`src/rtl/fpga_exp2_fhr_pkg.sv`:
```
// Shared constants and types for the registered 1-to-8 data demultiplexer.
// Latency: n/a (declarations only). Backpressure: n/a.
// Consumers import this with import fpga_exp2_pkg::*.
package fpga_exp2_pkg;

  localparam int NUM_OUT    = 8;
  localparam int SEL_W      = 3;
  localparam int DEF_DATA_W = 4;

  typedef logic [NUM_OUT-1:0] sel_t;

endpackage

```
`src/rtl/fpga_exp2_fhr_if.sv`:
```
// Source-side select/data and consumer-side one-hot/data buses of the demux.
// Latency: n/a (wiring only). Backpressure: none; consumers always accept.
// The master modport is the data source; the slave modport is the demux.
interface fpga_exp2_fhr_if
  import fpga_exp2_pkg::*;
#(
  parameter int DATA_W = DEF_DATA_W
) ();

  logic              en;
  logic [DATA_W-1:0] data4;
  logic [SEL_W-1:0]  cs;
  sel_t              csout;
  logic [DATA_W-1:0] dout0;
  logic [DATA_W-1:0] dout1;
  logic [DATA_W-1:0] dout2;
  logic [DATA_W-1:0] dout3;
  logic [DATA_W-1:0] dout4;
  logic [DATA_W-1:0] dout5;
  logic [DATA_W-1:0] dout6;
  logic [DATA_W-1:0] dout7;

  modport master (
    output en, data4, cs,
    input  csout, dout0, dout1, dout2, dout3, dout4, dout5, dout6, dout7
  );

  modport slave (
    input  en, data4, cs,
    output csout, dout0, dout1, dout2, dout3, dout4, dout5, dout6, dout7
  );

endinterface

```
`src/rtl/fpga_exp2_fhr_dec3to8.sv`:
```
// Combinational 3-to-8 one-hot decoder with enable.
// Latency: 0 cycles. Backpressure: none.
// en low forces an all-zero select.
module fhr_dec3to8
  import fpga_exp2_pkg::*;
(
  input  logic             en,
  input  logic [SEL_W-1:0] cs,
  output sel_t             sel
);

  always_comb begin
    sel = '0;
    if (en) begin
      sel[cs] = 1'b1;
    end
  end

endmodule

```
`src/rtl/fpga_exp2_fhr.sv`:
```
// Registered 1-to-8 demux: routes data4 to the port chosen by cs, one-hot csout.
// Latency: 1 cycle, fully registered. Backpressure: none; every cycle is accepted.
// FPGA_EXP2_FHR_HOLD_EN: unselected ports hold their value instead of clearing.
module fpga_exp2_fhr
  import fpga_exp2_pkg::*;
#(
  parameter int DATA_W = DEF_DATA_W
) (
  input  logic           clk,
  input  logic           rst_n,
  fpga_exp2_fhr_if.slave bus
);

  sel_t              sel;
  sel_t              csout_q;
  logic [DATA_W-1:0] dout_q [NUM_OUT];

  // One decode drives both the csout register and the per-port write enables.
  fhr_dec3to8 u_dec (
    .en  (bus.en),
    .cs  (bus.cs),
    .sel (sel)
  );

  always_ff @(posedge clk or negedge rst_n) begin
    if (!rst_n) begin
      csout_q <= '0;
    end else begin
      csout_q <= sel;
    end
  end

  for (genvar g = 0; g < NUM_OUT; g++) begin : g_port
    always_ff @(posedge clk or negedge rst_n) begin
      if (!rst_n) begin
        dout_q[g] <= '0;
      end else begin
`ifdef FPGA_EXP2_FHR_HOLD_EN
        if (sel[g]) begin
          dout_q[g] <= bus.data4;
        end
`else
        dout_q[g] <= sel[g] ? bus.data4 : '0;
`endif
      end
    end
  end

  assign bus.csout = csout_q;
  assign bus.dout0 = dout_q[0];
  assign bus.dout1 = dout_q[1];
  assign bus.dout2 = dout_q[2];
  assign bus.dout3 = dout_q[3];
  assign bus.dout4 = dout_q[4];
  assign bus.dout5 = dout_q[5];
  assign bus.dout6 = dout_q[6];
  assign bus.dout7 = dout_q[7];

endmodule

```
`src/flat_wrapper.sv`:
```
// flat-port wrapper written by rule: the top's interface ports become plain ports
module fpga_exp2_fhr_flat import fpga_exp2_pkg::*;
#(
  parameter int DATA_W = DEF_DATA_W
)
  (clk, rst_n, bus_en, bus_data4, bus_cs, bus_csout, bus_dout0, bus_dout1, bus_dout2, bus_dout3, bus_dout4, bus_dout5, bus_dout6, bus_dout7);
  fpga_exp2_fhr_if #(.DATA_W(DATA_W)) bus_i ();
  input  logic clk;
  input  logic rst_n;
  input wire logic [$bits(bus_i.en)-1:0] bus_en;
  input wire logic [$bits(bus_i.data4)-1:0] bus_data4;
  input wire logic [$bits(bus_i.cs)-1:0] bus_cs;
  output wire logic [$bits(bus_i.csout)-1:0] bus_csout;
  output wire logic [$bits(bus_i.dout0)-1:0] bus_dout0;
  output wire logic [$bits(bus_i.dout1)-1:0] bus_dout1;
  output wire logic [$bits(bus_i.dout2)-1:0] bus_dout2;
  output wire logic [$bits(bus_i.dout3)-1:0] bus_dout3;
  output wire logic [$bits(bus_i.dout4)-1:0] bus_dout4;
  output wire logic [$bits(bus_i.dout5)-1:0] bus_dout5;
  output wire logic [$bits(bus_i.dout6)-1:0] bus_dout6;
  output wire logic [$bits(bus_i.dout7)-1:0] bus_dout7;
  assign bus_i.en = bus_en;
  assign bus_i.data4 = bus_data4;
  assign bus_i.cs = bus_cs;
  assign bus_csout = bus_i.csout;
  assign bus_dout0 = bus_i.dout0;
  assign bus_dout1 = bus_i.dout1;
  assign bus_dout2 = bus_i.dout2;
  assign bus_dout3 = bus_i.dout3;
  assign bus_dout4 = bus_i.dout4;
  assign bus_dout5 = bus_i.dout5;
  assign bus_dout6 = bus_i.dout6;
  assign bus_dout7 = bus_i.dout7;
  fpga_exp2_fhr #(.DATA_W(DATA_W)) u_core (.clk(clk), .rst_n(rst_n), .bus(bus_i));
endmodule
```
`config.mk`:
```
export PLATFORM = sky130hd
export DESIGN_NAME = fpga_exp2_fhr_flat
export DESIGN_NICKNAME = d
export VERILOG_FILES = /design/src/rtl/fpga_exp2_fhr_pkg.sv /design/src/rtl/fpga_exp2_fhr_if.sv /design/src/rtl/fpga_exp2_fhr_dec3to8.sv /design/src/rtl/fpga_exp2_fhr.sv /design/src/flat_wrapper.sv
export SDC_FILE = /design/constraint.sdc
export NUM_CORES = 1
export LEC_CHECK = 0
export ABC_AREA = 0
export BUFFER_PORTS_ARGS = -buffer_cell sky130_fd_sc_hd__buf_4
export CORE_UTILIZATION = 42
export CTS_CLUSTER_SIZE = 24
export DETAILED_ROUTE_END_ITERATION = 6
export PLACE_DENSITY = 0.8
export SETUP_SLACK_MARGIN = 0.2
export SLEW_MARGIN = 25
export SYNTH_ARGS = -nofsm -noshare
export SYNTH_HDL_FRONTEND = slang
export SYNTH_SLANG_ARGS = --single-unit
export TNS_END_PERCENT = 1
```
`constraint.sdc`:
```
create_clock -name clk -period 0.8 [get_ports clk]
set_input_delay 0 -clock clk [delete_from_list [all_inputs] [get_ports clk]]
set_output_delay 0 -clock clk [all_outputs]
set_load 0.02 [all_outputs]
```
==> reports/qor.csv <==
stage,metric,value,unit
setup_path,cp.buffers_inverters,1,
clock_network,clock-sinks,40,
timing,min_cycle_time_layout,0.894,ns
clock_network,cts.clk_slew.worst_paths,0.11,ns
timing,grt_setup_unrepaired,yes,
timing,finalSetupViolCount,40,
logic_synthesis,synthesis.instances,100,
timing,max-slew-margin-rel,0.680,
clock_network,cts_post_setup_buffers_inserted,0,
die,floorplan.io_pins,50,
final_layout,share_of_cells_above_drive_strength_1,0.359,
placement,port-buffer-count,49,
setup_path,worst_ep_required_time,0.80,ns
setup_path,series_of_cell_instances_along_the_critical_path,buf_6,
power,cellPowerDensity,1810,nW/um^2
grt,initial_antenna_violation_count,0,
setup_path,cp-end-kind,output pin,
worst_hold_path,holdCritPathClass,input pin to flip-flop,
logic_synthesis,synth_cell_types,11,
drt,drc_violations_left,12,
grt,pin_count_of_the_biggest_net_entering_global_routing,41,
power,power.share.combinational,0.093,
die,dieHeight,57.0,microns
die,die_w,57.0,microns
timing,fmax,1120,MHz
timing,slew_violations,0,
drt,wl,2730,microns
flow_run,maxCapViolations,0,
setup_path,cp_data_arrival_time,0.89,ns
drt,dr_total_vias,924,
die,fp-row-count,19,
logic_synthesis,proportion_of_synthesized_chip_area_in_sequential_cells,0.789,
final_layout,fill_count,210,
final_layout,finish.net_count,165,
die,initial_utilization,0.452,
final_layout,multiInputGateArea,254,sq um
drt,detail_route.vias_per_cell,4.94,
placement,replace_congestion,0.776,
power,clock_power_share,0.301,
final_layout,seqCellArea,1000,sq um
final_layout,layout_area_growth_over_synthesis,48.8,%
setup_path,crit_path_top_delay_cell,sky130_fd_sc_hd__dfrtp_1,
power,finalPower,3.42,mW
placement,place_worst_setup_slack,-0.0403,ns
run_status,outcome,finished with violations,
placement,place.detailed.hpwl,1950,microns
die,die_area,3240,sq um
worst_hold_path,min_from,bus_cs[2],
drt,drtAntennaViolNets,0,
power,p_int,2.62,mW
drt,routed_wire_length_per_instance,14.6,microns
grt,globalRoute.totalOverflow,0,
final_layout,final_antenna_diode_count,0,
die,core,2810,sq um
grt,grt_first_pass_wirelength,4600,microns
logic_synthesis,synth_seq_cells,40,
clock_network,tritoncts,done,
clock_network,clockBufferDepth,2,
timing,total_neg_setup_slack,-2.39,ns
worst_hold_path,timing.hold.worst_path_depth,2,
drt,dr.pass1.iters,6,
power,power_switching,801,uW
clock_network,htreeDepth,2,
power,leakagePower,0.972,nW
logic_synthesis,synthesis.area,1270,sq um
timing,finalHoldViolCount,19,
worst_hold_path,whs_endpoint,u_core.bus.csout[1]$_DFF_PN0_,
setup_path,worst-setup-path-type,flip-flop to output pin,
clock_network,clock-root-buffer,sky130_fd_sc_hd__clkbuf_4,
final_layout,finalCoreUtilization,0.673,
clock_network,hold_fix_buffers_cts,1,
logic_synthesis,ys.warnings.count,0,
grt,track_usage,0.197,
drt,drt-initial-drc-count,25,
setup_path,start_kind,flip-flop,
timing,setup_ws,-0.0939,ns
setup_path,path_max_fanout,1,
timing,whs,-0.0812,ns
logic_synthesis,synth.avg_cell_area,12.7,sq um
timing,worst_pin_slew,0.481,ns
power,maximum_vdd_drop,1150,uV
power,seqPwrFrac,0.607,
setup_path,cpLargestDelayFamily,flip-flops,
clock_network,cts_inserted_buffers,5,
logic_synthesis,syn_nets,110,
grt,grt_pass1_vias,949,
run_status,failed_checks,"design-rule violations, negative hold slack, negative setup slack",
setup_path,worst_path_largest_cell_delay,0.41,ns
power,power.switching_fraction,0.234,
timing,timing.final.crit_share,1.12,
kinds of logic (layout without fill, tap and decap cells):
| family | count (synthesis) | in the layout | synth area share |
|---|---|---|---|
| buffers and inverters | 3 | 59 | 0.0108 |
| AND/OR/NAND/NOR | 57 | 57 | 0.200 |
| flip-flops | 40 | 40 | 0.789 |
timing repair:
item                                    in CTS  in global routing
endpoints found under the hold margin       68                 22
gates resized for setup                     40                  0
endpoints found under the setup margin      40                 40
flip-flops by register name, indices dropped and copies added, names as in the netlist:
register	flops
u_core.bus.dout6	4
u_core.bus.dout1	4
u_core.bus.dout7	4
u_core.bus.dout5	4
u_core.bus.dout0	4
u_core.bus.dout4	4
u_core.bus.csout	8
u_core.bus.dout3	4
u_core.bus.dout2	4
layer usage:
| metal | track usage | routed length, microns | share of wire | up-vias |
|---|---|---|---|---|
| met5 | 0 | 0 | 0 | - |
| met4 | 0.0523 | 30 | 0.011 | 0 |
| met3 | 0.0862 | 246 | 0.090 | 4 |
| met2 | 0.318 | 1390 | 0.51 | 43 |
| met1 | 0.244 | 1070 | 0.39 | 457 |
| li1 | - | - | - | 420 |
synthesized netlist by cell type:
| master | instances | area [sq um] |
|---|---|---|
| sky130_fd_sc_hd__or3b_1 | 1 | 8.76 |
| sky130_fd_sc_hd__nand2_1 | 5 | 18.8 |
| sky130_fd_sc_hd__nand3b_1 | 3 | 22.5 |
| sky130_fd_sc_hd__nor2_1 | 36 | 135 |
| sky130_fd_sc_hd__dfrtp_1 | 40 | 1000 |
| sky130_fd_sc_hd__clkbuf_1 | 1 | 3.75 |
| sky130_fd_sc_hd__nor3_1 | 4 | 20.0 |
| sky130_fd_sc_hd__or2b_1 | 1 | 7.51 |
| sky130_fd_sc_hd__nand3_1 | 2 | 10.0 |
| sky130_fd_sc_hd__nand2b_1 | 5 | 31.3 |
| sky130_fd_sc_hd__buf_2 | 2 | 10.0 |
placed cells by master (no fill, tap or decap):
cell type / count
sky130_fd_sc_hd__nand2b_1: 5
sky130_fd_sc_hd__nand3_1: 2
sky130_fd_sc_hd__clkbuf_1: 2
sky130_fd_sc_hd__nor3_1: 4
sky130_fd_sc_hd__dlygate4sd3_1: 1
sky130_fd_sc_hd__or2b_1: 1
sky130_fd_sc_hd__buf_6: 40
sky130_fd_sc_hd__clkbuf_4: 5
sky130_fd_sc_hd__nand3b_1: 3
sky130_fd_sc_hd__nor2_1: 36
sky130_fd_sc_hd__clkbuf_8: 1
sky130_fd_sc_hd__dfrtp_1: 40
sky130_fd_sc_hd__buf_4: 10
sky130_fd_sc_hd__or3b_1: 1
sky130_fd_sc_hd__nand2_1: 5
worst max-delay path by stage:
stage	slack (ns)	startpoint	cells past startpoint	to
2_1_floorplan	0.16	bus_cs[0]	3	u_core.bus.dout4[2]$_DFF_PN0_
3_5_place_dp	-0.04	bus_cs[0]	3	u_core.bus.dout4[1]$_DFF_PN0_
3_3_place_gp	0.02	bus_cs[0]	3	u_core.bus.dout4[1]$_DFF_PN0_
4_1_cts	-0.10	u_core.bus.dout0[2]$_DFF_PN0_	1	bus_dout0[2]
5_1_grt	-0.13	u_core.bus.dout4[1]$_DFF_PN0_	1	bus_dout4[1]
6_report	-0.09	u_core.bus.dout4[1]$_DFF_PN0_	1	bus_dout4[1]
power by group through the flow:
stage                     combinational, mW  sequential [mW]  clock [mW]
after floorplan                      0.0830             2.15           0
after global placement                0.285             2.11           0
after detailed placement              0.294             2.11           0
after CTS                             0.321             2.08        1.06
after global routing                  0.349             2.08        1.15
final                                 0.317             2.07        1.03
final cells by class:
| type | instances | share of cell area |
|---|---|---|
| sequential | 40 | 0.530 |
| tap | 31 | 0.0205 |
| multi-input combinational | 57 | 0.135 |
| timing repair buffer | 51 | 0.284 |
| clock buffer | 8 | 0.0311 |
per-stage QoR:
step	cells	cell area, sq um
floorplan	100	1270
global placement	178	1670
detailed placement	178	1670
CTS	187	1890
global route	187	1890
finish	187	1890
Note: power is estimated with default switching activity, not from simulation.
